===== config.mk =====
export PLATFORM = sky130hd
export DESIGN_NAME = muldiv_unit_flat
export DESIGN_NICKNAME = d
export VERILOG_FILES = /design/src/rtl/muldiv_if.sv /design/src/rtl/muldiv_unit.sv /design/src/flat_wrapper.sv
export SDC_FILE = /design/constraint.sdc
export NUM_CORES = 1
export LEC_CHECK = 0
export ABC_CLOCK_PERIOD_IN_PS = 8100
export CAP_MARGIN = 40
export CELL_PAD_IN_SITES_DETAIL_PLACEMENT = 1
export CELL_PAD_IN_SITES_GLOBAL_PLACEMENT = 1
export CORE_UTILIZATION = 48
export CTS_CLUSTER_SIZE = 28
export DETAILED_ROUTE_END_ITERATION = 10
export PLACE_DENSITY = 0.95
export SETUP_SLACK_MARGIN = 0.4
export SLEW_MARGIN = 20
export SYNTH_ARGS = -nofsm -noshare
export SYNTH_HDL_FRONTEND = slang
export SYNTH_SLANG_ARGS = --single-unit

===== constraint.sdc =====
create_clock -name clk -period 8.1 [get_ports clk]
set_clock_uncertainty 0.1 [all_clocks]
set_input_delay 1.215 -clock clk [delete_from_list [all_inputs] [get_ports clk]]
set_output_delay 1.215 -clock clk [all_outputs]
set_load 0.05 [all_outputs]

===== src/rtl/muldiv_if.sv =====
// Handshake and data bundle between the execute stage and the multiply/divide unit.
//   start      : request, sampled only while the unit is idle
//   muldiv_fn  : RV32M funct3 selecting the operation
//   a, b       : rs1 / rs2 operands
//   flush      : abort of the in-flight operation
//   busy       : operation in flight; the hazard unit stalls on it
//   done       : one-cycle pulse marking a valid result
//   result     : registered result, held until the next completion
interface muldiv_if #(
  parameter int XLEN = 32
);
  logic            start;
  logic [2:0]      muldiv_fn;
  logic [XLEN-1:0] a;
  logic [XLEN-1:0] b;
  logic            flush;
  logic            busy;
  logic            done;
  logic [XLEN-1:0] result;

  modport master (
    output start, muldiv_fn, a, b, flush,
    input  busy, done, result
  );

  modport slave (
    input  start, muldiv_fn, a, b, flush,
    output busy, done, result
  );
endinterface


===== src/rtl/muldiv_unit.sv =====
// Iterative RV32M multiply/divide execute unit.
// Multiplies by shift-add and divides by restoring division, one bit per
// cycle over XLEN iterations, then applies sign correction in a final cycle.
// Divide-by-zero and signed overflow complete on the accepting edge.
// Ports:
//   clk   : rising-edge clock
//   rst_n : asynchronous active-low reset
//   bus   : muldiv_if slave (start, muldiv_fn, a, b, flush -> busy, done, result)
module muldiv_unit #(
  parameter int XLEN = 32
) (
  input  logic     clk,
  input  logic     rst_n,
  muldiv_if.slave  bus
);

  localparam int CNT_W = $clog2(XLEN);
  localparam logic [XLEN-1:0] MIN_NEG  = {1'b1, {(XLEN-1){1'b0}}};
  localparam logic [XLEN-1:0] ALL_ONES = {XLEN{1'b1}};

  typedef enum logic [1:0] {IDLE, CALC, FIX} state_t;

  state_t            state;
  logic [CNT_W-1:0]  counter;
  logic [2:0]        op;
  logic              sign_a;
  logic              sign_b;
  // Multiply: {acc_hi, acc_lo} is the running product with the multiplier
  // shifting out of acc_lo. Divide: acc_hi is the partial remainder and acc_lo
  // shifts dividend bits out the top while quotient bits enter the bottom.
  logic [XLEN:0]     acc_hi;
  logic [XLEN-1:0]   acc_lo;
  logic [XLEN-1:0]   opnd_b;
  logic              done_r;
  logic [XLEN-1:0]   result_r;

  function automatic logic [XLEN-1:0] negate(input logic [XLEN-1:0] v);
    return -v;
  endfunction

  // MUL, MULH, MULHSU, DIV, REM treat rs1 as signed.
  function automatic logic a_is_signed(input logic [2:0] fn);
    return (fn == 3'b000) || (fn == 3'b001) || (fn == 3'b010) ||
           (fn == 3'b100) || (fn == 3'b110);
  endfunction

  // MUL, MULH, DIV, REM treat rs2 as signed.
  function automatic logic b_is_signed(input logic [2:0] fn);
    return (fn == 3'b000) || (fn == 3'b001) || (fn == 3'b100) || (fn == 3'b110);
  endfunction

  function automatic logic is_fast(input logic [2:0] fn, input logic [XLEN-1:0] x,
                                   input logic [XLEN-1:0] y);
    logic div_zero;
    logic ovf;
    div_zero = fn[2] && (y == '0);
    ovf      = fn[2] && !fn[0] && (x == MIN_NEG) && (y == ALL_ONES);
    return div_zero || ovf;
  endfunction

  // Architected results for the early-exit cases.
  function automatic logic [XLEN-1:0] fast_result(input logic [2:0] fn,
                                                  input logic [XLEN-1:0] x,
                                                  input logic [XLEN-1:0] y);
    logic [XLEN-1:0] r;
    if (y == '0) r = fn[1] ? x : ALL_ONES;
    else         r = fn[1] ? '0 : MIN_NEG;
    return r;
  endfunction

  logic [XLEN:0]     mul_sum;
  logic [XLEN:0]     div_shift;
  logic              div_ge;
  logic [2*XLEN-1:0] product;
  logic [2*XLEN-1:0] product_fix;
  logic [XLEN-1:0]   quot_fix;
  logic [XLEN-1:0]   rem_fix;
  logic [XLEN-1:0]   fix_result;

  // Iteration datapath
  always_comb begin
    mul_sum   = {1'b0, acc_hi[XLEN-1:0]} + (acc_lo[0] ? {1'b0, opnd_b} : '0);
    div_shift = {acc_hi[XLEN-1:0], acc_lo[XLEN-1]};
    div_ge    = (div_shift >= {1'b0, opnd_b});
  end

  // Sign correction and output select
  always_comb begin
    product     = {acc_hi[XLEN-1:0], acc_lo};
    product_fix = (sign_a ^ sign_b) ? -product : product;
    quot_fix    = (sign_a ^ sign_b) ? negate(acc_lo) : acc_lo;
    rem_fix     = sign_a ? negate(acc_hi[XLEN-1:0]) : acc_hi[XLEN-1:0];
    unique case (op)
      3'b000:                 fix_result = product_fix[XLEN-1:0];
      3'b001, 3'b010, 3'b011: fix_result = product_fix[2*XLEN-1:XLEN];
      3'b100, 3'b101:         fix_result = quot_fix;
      default:                fix_result = rem_fix;
    endcase
  end

  always_ff @(posedge clk or negedge rst_n) begin
    if (!rst_n) begin
      state    <= IDLE;
      counter  <= '0;
      op       <= '0;
      sign_a   <= 1'b0;
      sign_b   <= 1'b0;
      acc_hi   <= '0;
      acc_lo   <= '0;
      opnd_b   <= '0;
      done_r   <= 1'b0;
      result_r <= '0;
    end else begin
      done_r <= 1'b0;
      unique case (state)
        // Accept: fast path completes now, otherwise latch magnitudes
        IDLE: begin
          if (bus.start && !bus.flush) begin
            if (is_fast(bus.muldiv_fn, bus.a, bus.b)) begin
              result_r <= fast_result(bus.muldiv_fn, bus.a, bus.b);
              done_r   <= 1'b1;
            end else begin
              op      <= bus.muldiv_fn;
              sign_a  <= a_is_signed(bus.muldiv_fn) && bus.a[XLEN-1];
              sign_b  <= b_is_signed(bus.muldiv_fn) && bus.b[XLEN-1];
              acc_hi  <= '0;
              acc_lo  <= (a_is_signed(bus.muldiv_fn) && bus.a[XLEN-1]) ? negate(bus.a) : bus.a;
              opnd_b  <= (b_is_signed(bus.muldiv_fn) && bus.b[XLEN-1]) ? negate(bus.b) : bus.b;
              counter <= '0;
              state   <= CALC;
            end
          end
        end
        // One multiplier or quotient bit per cycle
        CALC: begin
          if (bus.flush) begin
            state <= IDLE;
          end else begin
            if (op[2]) begin
              if (div_ge) begin
                acc_hi <= div_shift - {1'b0, opnd_b};
                acc_lo <= {acc_lo[XLEN-2:0], 1'b1};
              end else begin
                acc_hi <= div_shift;
                acc_lo <= {acc_lo[XLEN-2:0], 1'b0};
              end
            end else begin
              acc_hi <= {1'b0, mul_sum[XLEN:1]};
              acc_lo <= {mul_sum[0], acc_lo[XLEN-1:1]};
            end
            if (counter == CNT_W'(XLEN - 1)) state <= FIX;
            counter <= counter + CNT_W'(1);
          end
        end
        // Sign fixup and completion; flush wins over completion
        FIX: begin
          if (!bus.flush) begin
            result_r <= fix_result;
            done_r   <= 1'b1;
          end
          state <= IDLE;
        end
        default: state <= IDLE;
      endcase
    end
  end

  assign bus.busy   = (state != IDLE);
  assign bus.done   = done_r;
  assign bus.result = result_r;

endmodule


===== src/flat_wrapper.sv =====
// flat-port wrapper written by rule: the top's interface ports become plain ports
module muldiv_unit_flat 
#(
  parameter int XLEN = 32
)
  (clk, rst_n, bus_start, bus_muldiv_fn, bus_a, bus_b, bus_flush, bus_busy, bus_done, bus_result);
  muldiv_if #(.XLEN(XLEN)) bus_i ();
  input  logic clk;
  input  logic rst_n;
  input wire logic [$bits(bus_i.start)-1:0] bus_start;
  input wire logic [$bits(bus_i.muldiv_fn)-1:0] bus_muldiv_fn;
  input wire logic [$bits(bus_i.a)-1:0] bus_a;
  input wire logic [$bits(bus_i.b)-1:0] bus_b;
  input wire logic [$bits(bus_i.flush)-1:0] bus_flush;
  output wire logic [$bits(bus_i.busy)-1:0] bus_busy;
  output wire logic [$bits(bus_i.done)-1:0] bus_done;
  output wire logic [$bits(bus_i.result)-1:0] bus_result;
  assign bus_i.start = bus_start;
  assign bus_i.muldiv_fn = bus_muldiv_fn;
  assign bus_i.a = bus_a;
  assign bus_i.b = bus_b;
  assign bus_i.flush = bus_flush;
  assign bus_busy = bus_i.busy;
  assign bus_done = bus_i.done;
  assign bus_result = bus_i.result;
  muldiv_unit #(.XLEN(XLEN)) u_core (.clk(clk), .rst_n(rst_n), .bus(bus_i));
endmodule

# After elaboration in Yosys (flattened, before gate mapping)
# Index checks and enable logic that the tools add are counted.
[classes]
add_sub_neg = 8
mul = 0
n_div = 0
n_lt_le_gt_ge = 1
eq_ne = 20
n_shift = 0
mux = 39
n_bitwise = 2
reduce_logical = 29
[ops]
columns = ["operator", "count"]
rows = [
  ["two-way mux 32 bit", 20],
  ["one-hot mux 32 bit (2 select lines)", 3],
  ["negation 32 bit", 4],
  ["one-hot mux 32 bit (3 select lines)", 1],
  ["equality test 32 bit (second input constant)", 2],
  ["two-way mux 64 bit", 1],
  ["negation 64 bit", 1],
  ["adder 32 x 32 -> 33 bit", 1],
  [">= comparator 33 x 32 -> 1 bit", 1],
  ["logical NOT 32 bit", 1],
  ["subtractor 32 bit", 1],
  ["two-way mux 5 bit", 3],
  ["equality test 3 bit (second input constant)", 4],
  ["one-hot mux 5 bit (2 select lines)", 1],
  ["equality test 3 x 2 -> 1 bit (second input constant)", 3],
  ["two-way mux 2 bit", 4],
  ["AND reduction 4 bit", 2],
  ["logical AND 1 bit", 7],
  ["logical OR 1 bit", 7],
  ["equality test 3 x 1 -> 1 bit (second input constant)", 2],
  ["logical NOT 3 bit", 2],
  ["!= test 2 bit (second input constant)", 3],
  ["AND reduction 3 bit", 2],
  ["nonzero test 2 bit", 3],
  ["15 further kinds", 20],
]
[word_totals]
ff_bits = 141
latchBits = 0
ramBits = 0
rom_bits = 0
inputBits = 71
output_inout_bits = 34
mem_count = 0

# Longest topological paths before layout
[logic_depth]
ltp_word = 10
depth_mapped = 14
mapped_depth_nobuf = 13

# Worst setup path before layout
# OpenSTA, ideal clock, no wires.
[synth_path]
path_type = "in2reg"
start = "input bus_b[0]"
end = "register u_core.acc_lo[0]"
setup_ns = 0.126
arrival_ns = 3.395
required_ns = 7.874
setup_slack_ns = 4.479
stages = 9
n_path_buf = 1
cell_sequence = "inv_1 ha_1 or3b_2 or3_4 nor4_4 a32oi_1 and4b_1 buf_2 a221o_1"
[synth_between]
elab_chain_cells = 5
elab_cells_between_ends = 7
cone_classes = "2 x eq/ne; 5 x reduce/logical"
[synth_lines]
columns = ["item", "line", "text"]
rows = [
  ["start, declared", "flat_wrapper.sv:13", "input wire logic [$bits(bus_i.b)-1:0] bus_b;"],
  ["equality test 32 bit / logical NOT 32 bit (equally long branches)", "muldiv_unit.sv:57, muldiv_unit.sv:56", ""],
  ["logical AND 1 bit, on equally long branches", "muldiv_unit.sv:57, muldiv_unit.sv:56", ""],
  ["logical OR 1 bit (*)", "muldiv_unit.sv:58", "return div_zero || ovf;"],
  ["!= test 2 bit (no line) (*)", "--", ""],
  ["AND reduction 4 bit (no line) (*)", "--", ""],
  ["end signal, assigned", "muldiv_unit.sv:127", "acc_lo <= (a_is_signed(bus.muldiv_fn) && bus.a[XLEN-1]) ? negate(bus.a) : bus.a;"],
  ["end signal, assigned", "muldiv_unit.sv:142", "acc_lo <= {acc_lo[XLEN-2:0], 1'b1};"],
  ["end signal, assigned", "muldiv_unit.sv:145", "acc_lo <= {acc_lo[XLEN-2:0], 1'b0};"],
  ["end, declared", "muldiv_unit.sv:32", "logic [XLEN-1:0] acc_lo;"],
]
# Mark *: on every way between the ends. The rest lies on a longest branch, timed or not.
# A chain may end at the register's enable or synchronous reset.

# Worst setup path after layout
[layout_path]
start = "input bus_a[29]"
end = "register u_core.acc_lo[28]"
[layout_between]
elab_chain_cells = 6
[layout_lines]
columns = ["item", "line", "text"]
rows = [
  ["start, declared", "flat_wrapper.sv:12", "input wire logic [$bits(bus_i.a)-1:0] bus_a;"],
  ["equality test 32 bit", "muldiv_unit.sv:57", "ovf = fn[2] && !fn[0] && (x == MIN_NEG) && (y == ALL_ONES);"],
  ["logical AND 1 bit (2 in series)", "muldiv_unit.sv:57", ""],
  ["logical OR 1 bit", "muldiv_unit.sv:58", ""],
  ["!= test 2 bit (no line)", "--", ""],
  ["AND reduction 4 bit (no line)", "--", ""],
]
# Every way passes these cells.

==> impl_metrics.ini <==
[timing]
tightest_slew_ns = 0.9291
finalCritPeriodShare = 0.6375
fin_crit_ns = 5.164
grt_setup_unrepaired = no
slew_violations = 0
setup_ws_ns = 2.936
setup_viol = 0
hold_viol = 0
relSlewSlack = 0.3728
fmax_mhz = 193.7
tns_ns = 0
holdWs_ns = 0.3997

[clock_network]
clock_sinks = 141
h-tree-depth = 4
cts_buffer_depth = 2
cts_tree = built
clock_latency_ns = 0.45
cts_buffers = 17
postCtsSetupBuffers = 0
clockRootBuffer = clkbuf_16
clkTransAtPathRegs_ns = 0.08
cts-resized-gates = 0
hold_buffers = 0

[cells_and_area]
areaGrowthSynthToFinish_pct = 13.55
layout_commonest_cell = nand2_1
fin_cells = 2330
mostFrequentLayoutCells = nand2_1, o21ai_0, a21oi_1
num-nets-final = 2075
nFillCells = 3601
drive_gt1_frac = 0.04887
fin_util = 0.5586

[detailed_routing]
top_layer = met5
viasPerCell = 6.873
routed_wl_um = 62520
drc_errors = 0
ant_nets = 0
wl_met2_um = 28570
met3_length_um = 5477
drt_iter0_drc = 1792
first_pass_iters = 9
wl_per_cell_um = 26.83
vias = 16010
drt-met1-wl_um = 23630

[synth]
mappedNetlistNets = 2053
synthesis.area_um2 = 14230
async_flop_share = 1.000
synth-edff-count = 0
ys_ff_latch = 141
synthFlopType = dfrtp_1
syn_avg_cell_area_um2 = 7.457
synth_cell_types = 87
seq_area_frac_synth = 0.2479
ys.warnings.count = 0
syn_inst = 1909

[worst_setup_path]
crit_type = input pin to flip-flop
cp.arrival_ns = 5.35
worstSetupStartpointType = input pin
regToRegStartpoint = u_core.acc_lo[0]$_DFFE_PN0P_
cp-startpoint = bus_a[29]
end_kind = flip-flop
path_max_fanout = 58
required_ns = 8.28

[outcome]
status = finished clean

[floorplan]
die_x_um = 174.2
die-area_um2 = 30350
start_util = 0.4920
boundaryPins = 105
die_y_um = 174.2
core_area_um2 = 28940
row_count = 62

[pwr]
p_per_area_nw_per_um2 = 321.3
leakage_nw = 6.632
vdd_drop_max_mv = 0.2121

[worst_hold_path]
hold_class = flip-flop to flip-flop
hold_start = u_core.bus.result[17]$_DFFE_PN0P_

[global_route]
grt_pass1_vias = 16600
antenna_found_initial = 2
grt.overflow.total = 0
track_usage = 0.4116
grt_pass1_wl_um = 97070
grt_max_degree = 79

[flow_run]
maxCapViolations = 0

[placement]
port_buffers = 104
gp_congestion = 0.9481
dp_hpwl_um = 43820
dp_cells = 2294
place_ws_ns = 2.787
-- area by class of cell --
class	instances	area [um^2]	area share
diodes	2	5.005	0.0003096
repair buffers	128	1282	0.07934
clock buffers	17	425.4	0.02632
clock inverters	15	217.7	0.01347
inverters	75	281.5	0.01742
multi-input cells	1568	9942	0.6151
well taps	384	480.5	0.02972
flip-flops and latches	141	3530	0.2184
-- cells by family after synthesis --
kind of cell,share of synthesized area
flops,0.2479
simple gates,0.2180
xor+xnor,0.1151
mux,0.03129
fa+ha+maj,0.06522
buf+inv,0.05625
compound gates,0.2663
-- power breakdown --
group          internal [mW]  leakage (nW)  switching, mW
combinational           1.11          4.50           1.95
sequential             0.837          1.82          0.383
clock                  0.505         0.317          0.405
total                   2.45          6.63           2.74
-- synthesized netlist by cell type, drive strengths merged (40+ instances only) --
master,number,share of area
xnor2,113,0.070
a21oi,167,0.059
mux2i,40,0.028
inv,74,0.020
o21ai,230,0.081
clkbuf,98,0.026
nand2,219,0.058
ha,71,0.062
xor2,74,0.046
dfrtp,141,0.25
nor2,165,0.044
nor3,53,0.019
-- state kept, by name, indices dropped and copies added (netlist names) --
| register | count |
|---|---|
| u_core.acc_hi | 32 |
| u_core.acc_lo | 32 |
| u_core.bus.done | 1 |
| u_core.bus.result | 32 |
| u_core.counter | 5 |
| u_core.op | 3 |
| u_core.opnd_b | 32 |
| u_core.sign_a | 1 |
| u_core.sign_b | 1 |
| u_core.state | 2 |
-- through the flow --
step	cell area (um^2)	total power, mW
6_report	16160	5.193
5_1_grt	16160	5.422
4_1_cts	16110	5.031
3_5_place_dp	15470	4.038
3_3_place_gp	15400	3.904
2_1_floorplan	14230	3.169
-- path summary, 6_finish.rpt --
check	to	slack [ns]	cells past startpoint
max	u_core.acc_lo[28]$_DFFE_PN0P_	2.94	9
min in group asynchronous	u_core.bus.result[17]$_DFFE_PN0P_	0.44	1
min reg2reg	u_core.bus.result[17]$_DFFE_PN0P_	0.40	2
max reg2reg	u_core.acc_hi[29]$_DFFE_PN0P_	3.41	12
max in group asynchronous	u_core.op[2]$_DFFE_PN0P_	6.11	4
min	u_core.bus.result[17]$_DFFE_PN0P_	0.40	2
-- critical path, cell delays in order --
cell             delay [ns]
clkdlybuf4s50_1        0.49
or4_1                  0.72
or4_1                  0.61
nor4_1                 0.47
a32oi_1                0.28
a21o_1                 0.29
nand2_2                0.46
buf_4                  0.56
o21ai_0                0.22
-- layer usage --
layer,vias to the layer above,track usage
met1,7815,0.4903
met2,955,0.6584
met3,327,0.09099
met4,2,0.2887
met5,-,0
li1,6914,-
Note: power is estimated with default switching activity, not from simulation.
